**config.mk**
```make
export PLATFORM = sky130hd
export DESIGN_NAME = bcd_display_scan
export DESIGN_NICKNAME = d
export VERILOG_FILES = /design/src/rtl/bcd_display_scan.sv
export SDC_FILE = /design/constraint.sdc
export NUM_CORES = 1
export LEC_CHECK = 0
export BUFFER_PORTS_ARGS = -buffer_cell sky130_fd_sc_hd__buf_2
export CAP_MARGIN = 20
export CORE_AREA = 2 2 119 121
export CTS_BUF_LIST = sky130_fd_sc_hd__clkbuf_8
export CTS_CLUSTER_DIAMETER = 40
export DETAILED_ROUTE_END_ITERATION = 7
export DIE_AREA = 0 0 121 123
export PLACE_DENSITY = 0.58
export SETUP_SLACK_MARGIN = 0.2
export SLEW_MARGIN = 20
export SYNTH_ARGS = -nofsm -noshare
export SYNTH_HDL_FRONTEND = slang
export SYNTH_SLANG_ARGS = --single-unit
```
**constraint.sdc**
```tcl
create_clock -name clk -period 4.5 [get_ports clk]
set_clock_uncertainty 0.2 [all_clocks]
set_input_delay 0.675 -clock clk [delete_from_list [all_inputs] [get_ports clk]]
set_output_delay 0.675 -clock clk [all_outputs]
set_load 0.005 [all_outputs]
```
**src/rtl/bcd_display_scan.sv**
```systemverilog
// Eight-digit multiplexed seven-segment driver for packed BCD, with a frame-synchronous
// double buffer, optional leading-zero blanking and live per-digit decimal points.
module bcd_display_scan #(
  parameter int REFRESH_DIV = 100000
) (
  input  logic        clk,
  input  logic        reset,
  input  logic [31:0] bcd_in,
  input  logic        load,
  input  logic        blank_lz,
  input  logic [7:0]  dp_mask,
  output logic [7:0]  an,
  output logic [6:0]  seg,
  output logic        dp,
  output logic        frame_done
);

  localparam int PCNT_W = $clog2(REFRESH_DIV);
  localparam logic [PCNT_W-1:0] PCNT_MAX = PCNT_W'(REFRESH_DIV - 1);

  logic [PCNT_W-1:0] pcnt;
  logic [2:0]        idx;
  logic [31:0]       shadow;
  logic [31:0]       disp;
  logic              pending;
  logic              wrap_p1;
  logic              tick;
  logic              wrap;
  logic [3:0]        nib;

  function automatic logic [6:0] seg_decode(input logic [3:0] n);
    logic [6:0] s;
    case (n)
      4'd0:    s = 7'h40;
      4'd1:    s = 7'h79;
      4'd2:    s = 7'h24;
      4'd3:    s = 7'h30;
      4'd4:    s = 7'h19;
      4'd5:    s = 7'h12;
      4'd6:    s = 7'h02;
      4'd7:    s = 7'h78;
      4'd8:    s = 7'h00;
      4'd9:    s = 7'h10;
      default: s = 7'h3F;
    endcase
    return s;
  endfunction

  // A digit is a leading zero when it and every more-significant digit are zero;
  // digit 0 always stays visible so a zero value still shows "0".
  function automatic logic lz_blank(input logic [31:0] val, input logic [2:0] k,
                                    input logic en);
    logic nz;
    nz = 1'b0;
    for (int j = 0; j < 8; j++)
      if (3'(j) >= k && val[4*j +: 4] != 4'd0) nz = 1'b1;
    return en && (k != 3'd0) && !nz;
  endfunction

  assign tick = (pcnt == PCNT_MAX);
  assign wrap = tick && (idx == 3'd7);
  assign nib  = disp[{idx, 2'b00} +: 4];

  always_ff @(posedge clk or posedge reset) begin
    if (reset) begin
      pcnt <= '0;
      idx  <= '0;
    end else begin
      pcnt <= tick ? '0 : pcnt + 1'b1;
      if (tick) idx <= idx + 3'd1;
    end
  end

  // A load landing on the frame boundary bypasses the shadow so it is not delayed a frame.
  always_ff @(posedge clk or posedge reset) begin
    if (reset) begin
      shadow  <= '0;
      disp    <= '0;
      pending <= 1'b0;
    end else begin
      if (load) shadow <= bcd_in;
      if (wrap) begin
        pending <= 1'b0;
        if (load)         disp <= bcd_in;
        else if (pending) disp <= shadow;
      end else if (load) begin
        pending <= 1'b1;
      end
    end
  end

  // Output stage: registered from idx/disp; frame_done lines up with digit 0 of the new frame.
  always_ff @(posedge clk or posedge reset) begin
    if (reset) begin
      an         <= 8'hFF;
      seg        <= 7'h7F;
      dp         <= 1'b1;
      wrap_p1    <= 1'b0;
      frame_done <= 1'b0;
    end else begin
      an         <= ~(8'b1 << idx);
      seg        <= lz_blank(disp, idx, blank_lz) ? 7'h7F : seg_decode(nib);
      dp         <= ~dp_mask[idx];
      wrap_p1    <= wrap;
      frame_done <= wrap_p1;
    end
  end

endmodule
```
* Word-level counts from Yosys, hierarchy flattened
Memories as Yosys holds them, arrays and structs flattened.
Index checks and enable logic that the tools add are counted.
** Storage, ports and cells
- Flip-flop bits (word level) :: 103
- Memory bits (read-only) :: 112
- Word-level logic and storage cells :: 68
- Output and inout port bits :: 17
- Input port bits :: 44
- Memories kept :: 1
** Memory list
- (name not given) :: depth 16, bits a word 7, read ports 1, clocked after Yosys merged registers in 0, wr ports 0, RTL line 33 : case (n)
** Cells by class
- Reduce and logical (&&, ||, !) cells :: 24
- Mux-type cells :: 16
- Shifts and indexed selects :: 2
- $lt $le $gt $ge :: 9
- Eq/ne operators :: 2
- Bitwise logic cells :: 2
- Add/sub/neg operators :: 2
** Operators by type and width (count)
- $mux 32 :: 2
- $reduce_bool 4->1 :: 8
- $shiftx 32x6->4 :: 1
- $add 17x1->17 const B :: 1
- $eq 17x17->1 const B :: 1
- $mux 17 :: 1
- $ge 3x3->1 const A :: 4
- $logic_and 1x1->1 :: 11
- $mux 1 :: 11
- $not 8->8 :: 1
- $shl 1x3->8 const A :: 1
- $mux 7 :: 1
- $ge 1x3->1 const A :: 2
- $ge 2x3->1 const A :: 2
- $lt 3x4->1 const B :: 1
- $reduce_bool 2->1 :: 2
- $add 3x1->3 const B :: 1
- $bmux 1 s3 :: 1
- $eq 3x3->1 const B :: 1
- $reduce_bool 3->1 :: 1
- $reduce_and 2->1 :: 1
- $logic_not 1->1 :: 1
- $not 1->1 :: 1

* Depth between registers and ports, before layout
- Word-level depth :: 13
- Gate-level depth with buffers :: 9

* Worst setup path after synthesis
No wires, ideal clock.
- Path kind :: reg2reg
- Start point :: register idx[0]
- End point :: register seg[0]
- Path buffers :: 1
- Arrival :: 2254 ps
- Cell stages (with the launch flop) :: 9
- Setup time :: 95 ps
- Slack :: 1951 ps
- Cell sequence :: dfrtp_1 > buf_2 > mux4_2 > mux2i_1 > inv_1 > ha_1 > mux2_2 > o21ai_0 > nand2_1
** Between the ends
- Cells in the longest elaborated chain, start to end :: 13
- Elaborated cells on any way between the ends :: 31
- Those cells by class :: order compare: 8; shift: 1; mux: 9; reduce/logical: 12; memory: 1
** RTL lines
- start, declared :: RTL line 22 : logic [2:0] idx;
- start signal, assigned :: RTL line 70 : if (tick) idx <= idx + 3'd1;
- $ge 1x3->1 :: RTL line 56 : if (3'(j) >= k && val[4*j +: 4] != 4'd0) nz = 1'b1;
- $logic_and 1x1->1 :: RTL line 56
- $mux 1 (8 in a row) :: RTL line 56
- $logic_not 1->1 :: RTL line 57 : return en && (k != 3'd0) && !nz;
- $logic_and 1x1->1 :: RTL line 57
- $mux 7 * :: RTL line 102 : seg <= lz_blank(disp, idx, blank_lz) ? 7'h7F : seg_decode(nib);
- end signal, assigned :: RTL line 102
- end, declared :: RTL line 13 : output logic [6:0] seg,
Every way passes the cells marked *; elsewhere a longest branch is shown, timed or not.
A chain may end at the register's enable or synchronous reset.

* Worst setup path after layout
- Start point :: register idx[0]
- End point :: register seg[3]
Same word-level chain as after synthesis.

==> results_dict.tcl <==
set metrics [dict create \
    status "finished, final reports clean" \
    clkSinkCount 103 \
    htree_levels 3 \
    die_w_um 121 \
    synth_nets 383 \
    critPathLaunch "idx[0]" \
    detail-route-antenna-nets 0 \
    peakVddDrop_mv 0.121 \
    grt_pass1_vias 2774 \
    min-delay-path-class "register to register" \
    cts_tree "yes" \
    grt_overflow 0 \
    grt_max_degree 83 \
    ys_seq_area_frac 0.558 \
    dpl.hpwl_um 6340 \
    dpl_cell_area_mm2 0.00513 \
    die_y_um 123 \
    drv_slew 0 \
    setup_viol 0 \
    worst_slew_pin_slew_ns 0.785 \
    syn-cell-area_mm2 0.00466 \
    routed_wl_um 8850 \
    num-fill-cells 1287 \
    min_period_ns 2.82 \
    cts_setup_buffers 0 \
    cts-buffers-inserted 9 \
    area_growth_pct 14.9 \
    wl_per_cell_um 15.4 \
    diodes 0 \
    clock.fmax_mhz 354 \
    cts_buffer_depth 2 \
    grt_pass1_wl_um 14400 \
    power_leakage_uw 0.00262 \
    endpoint_kind "register" \
    cap_violations 0 \
    hp-start "wrap_p1" \
    setup_ws_ns 1.68 \
    die-area_mm2 0.0149 \
    dr.first_iter.drc_count 120 \
    avgViaCountPerCell 4.66 \
    root_buffer "clkbuf_8" \
    coreArea_mm2 0.0136 \
    row_count 43 \
    drive_above_1_share 0.452 \
    track_usage 0.128 \
    design_area_mm2 0.00535 \
    ios 61 \
    synthCells 327 \
    cts_resized 0 \
    synth_edf_count 0 \
    yosysUniqueCellTypes 38 \
    ys_ff_latch 103 \
    vias 2677 \
    cts_hold_buf 0 \
    port_buffers 60 \
    hold_viol 0 \
    preCtsSetupSlack_ns 1.56 \
    power.density_mw_per_mm2 312 \
    relSlewSlack 0.477 \
    final_cell_mix "87 x dfrtp_1, 60 x buf_2, 37 x mux2_2" \
    drc_errors 0 \
    tns_ns 0 \
    period_share 0.628 \
    grt_antenna_before_repair 0 \
    ys_warn_count 0 \
    rsz0062_at_grt "false" \
    reg2reg_from "idx[0]" \
    criticalPathCategory "register to register" \
    drtPass1Iterations 4 \
    gp_congestion 0.849 \
    avgSynthCellArea_um2 14.2 \
    ys.flop_type "dfrtp_1" \
    start_util 0.342 \
    critPathArrivalTime_ns 2.91 \
    startpoint_type "register" \
    fin_nets 445 \
    cts.clk_slew.worst_paths_ns 0.10 \
    final_common_cell "dfrtp_1" \
    clock_latency_ns 0.38 \
    worstPathRequired_ns 4.58 \
    async_flop_share 1.00 \
    crit_fanout 14 \
]
## registers in the layout (all words and copies together), names as in the netlist
register / flops
disp: 32
shadow: 32
idx: 3
an: 8
wrap_p1: 1
pcnt: 17
frame_done: 1
dp: 1
pending: 1
seg: 7
## synthesized netlist by cell type, types with 9 or more instances
master	number	share of area
nand3_1	9	0.0097
mux2_2	37	0.089
o21ai_0	9	0.0097
nand2_1	22	0.018
inv_1	11	0.0089
xnor2_1	10	0.019
dfrtp_1	87	0.47
mux4_2	10	0.048
dfstp_2	16	0.090
ha_1	12	0.032
nor2_1	16	0.013
mux2_4	30	0.097
## power breakdown
part | total (uW) | internal [uW] | switching (uW)
logic | 91.1 | 42.9 | 48.2
clock network | 616 | 293 | 323
registers | 961 | 955 | 6.56
total | 1670 | 1290 | 378
## worst max-delay path: stages (launching register included)
cell,delay (ns)
dfrtp_1,0.79
mux4_2,0.60
mux2i_1,0.41
ha_1,0.22
inv_1,0.05
mux2_2,0.25
o21ai_0,0.14
nand2_1,0.08
## final timing paths
| check | to | slack [ns] | cells after the start |
|---|---|---|---|
| worst max-delay path | seg[3] | 1.68 | 7 |
| worst min-delay path | frame_done | 0.16 | 0 |
| worst max register to register | seg[3] | 1.68 | 7 |
| worst min register to register | frame_done | 0.16 | 0 |
| max in group asynchronous | an[1] | 3.05 | 3 |
| min in group asynchronous | shadow[26] | 0.22 | 2 |
## layer usage
| layer | track usage | vias to the layer above | part of all wire | wire (um) |
|---|---|---|---|---|
| met1 | 0.176 | 1347 | 0.48 | 4290 |
| li1 | - | 1270 | - | - |
| met5 | 0 | - | 0 | 0 |
| met4 | 0.0443 | 0 | 0.016 | 140 |
| met3 | 0.0351 | 10 | 0.039 | 342 |
| met2 | 0.195 | 50 | 0.46 | 4070 |
## cell families (layout without fill, tap and decap cells)
group	after synthesis	after routing	synth area share
DFF	103	103	0.558
muxes	84	84	0.250
and+or+nand+nor	74	74	0.0852
buffers and inverters	23	90	0.0239
xor gates and xnor gates	16	16	0.0301
AOI/OAI and AO/OA	15	15	0.0202
adders and majority gates	12	12	0.0322
## through the flow
| stage | utilization | cells | hold slack [ns] | total power [uW] |
|---|---|---|---|---|
| 6_report | 0.393 | 574 | 0.157 | 1670 |
| 5_1_grt | 0.393 | 574 | 0.173 | 1740 |
| 4_1_cts | 0.393 | 574 | 0.160 | 1700 |
| 3_5_place_dp | 0.377 | 558 | 0.135 | 1070 |
| 3_3_place_gp | 0.377 | 558 | 0.137 | 1070 |
| 2_1_floorplan | - | 327 | 0.131 | 1030 |
## final cells by class
type	count	area (um^2)	share of cell area
flip-flops and latches	103	2600	0.486
multi-input cells	201	1950	0.364
clock inverters	5	61.3	0.0115
repair buffers	62	315	0.0590
well taps	180	225	0.0421
clock buffers	11	151	0.0283
inverters	12	50.0	0.00936
(Power assumes the default switching activity.)
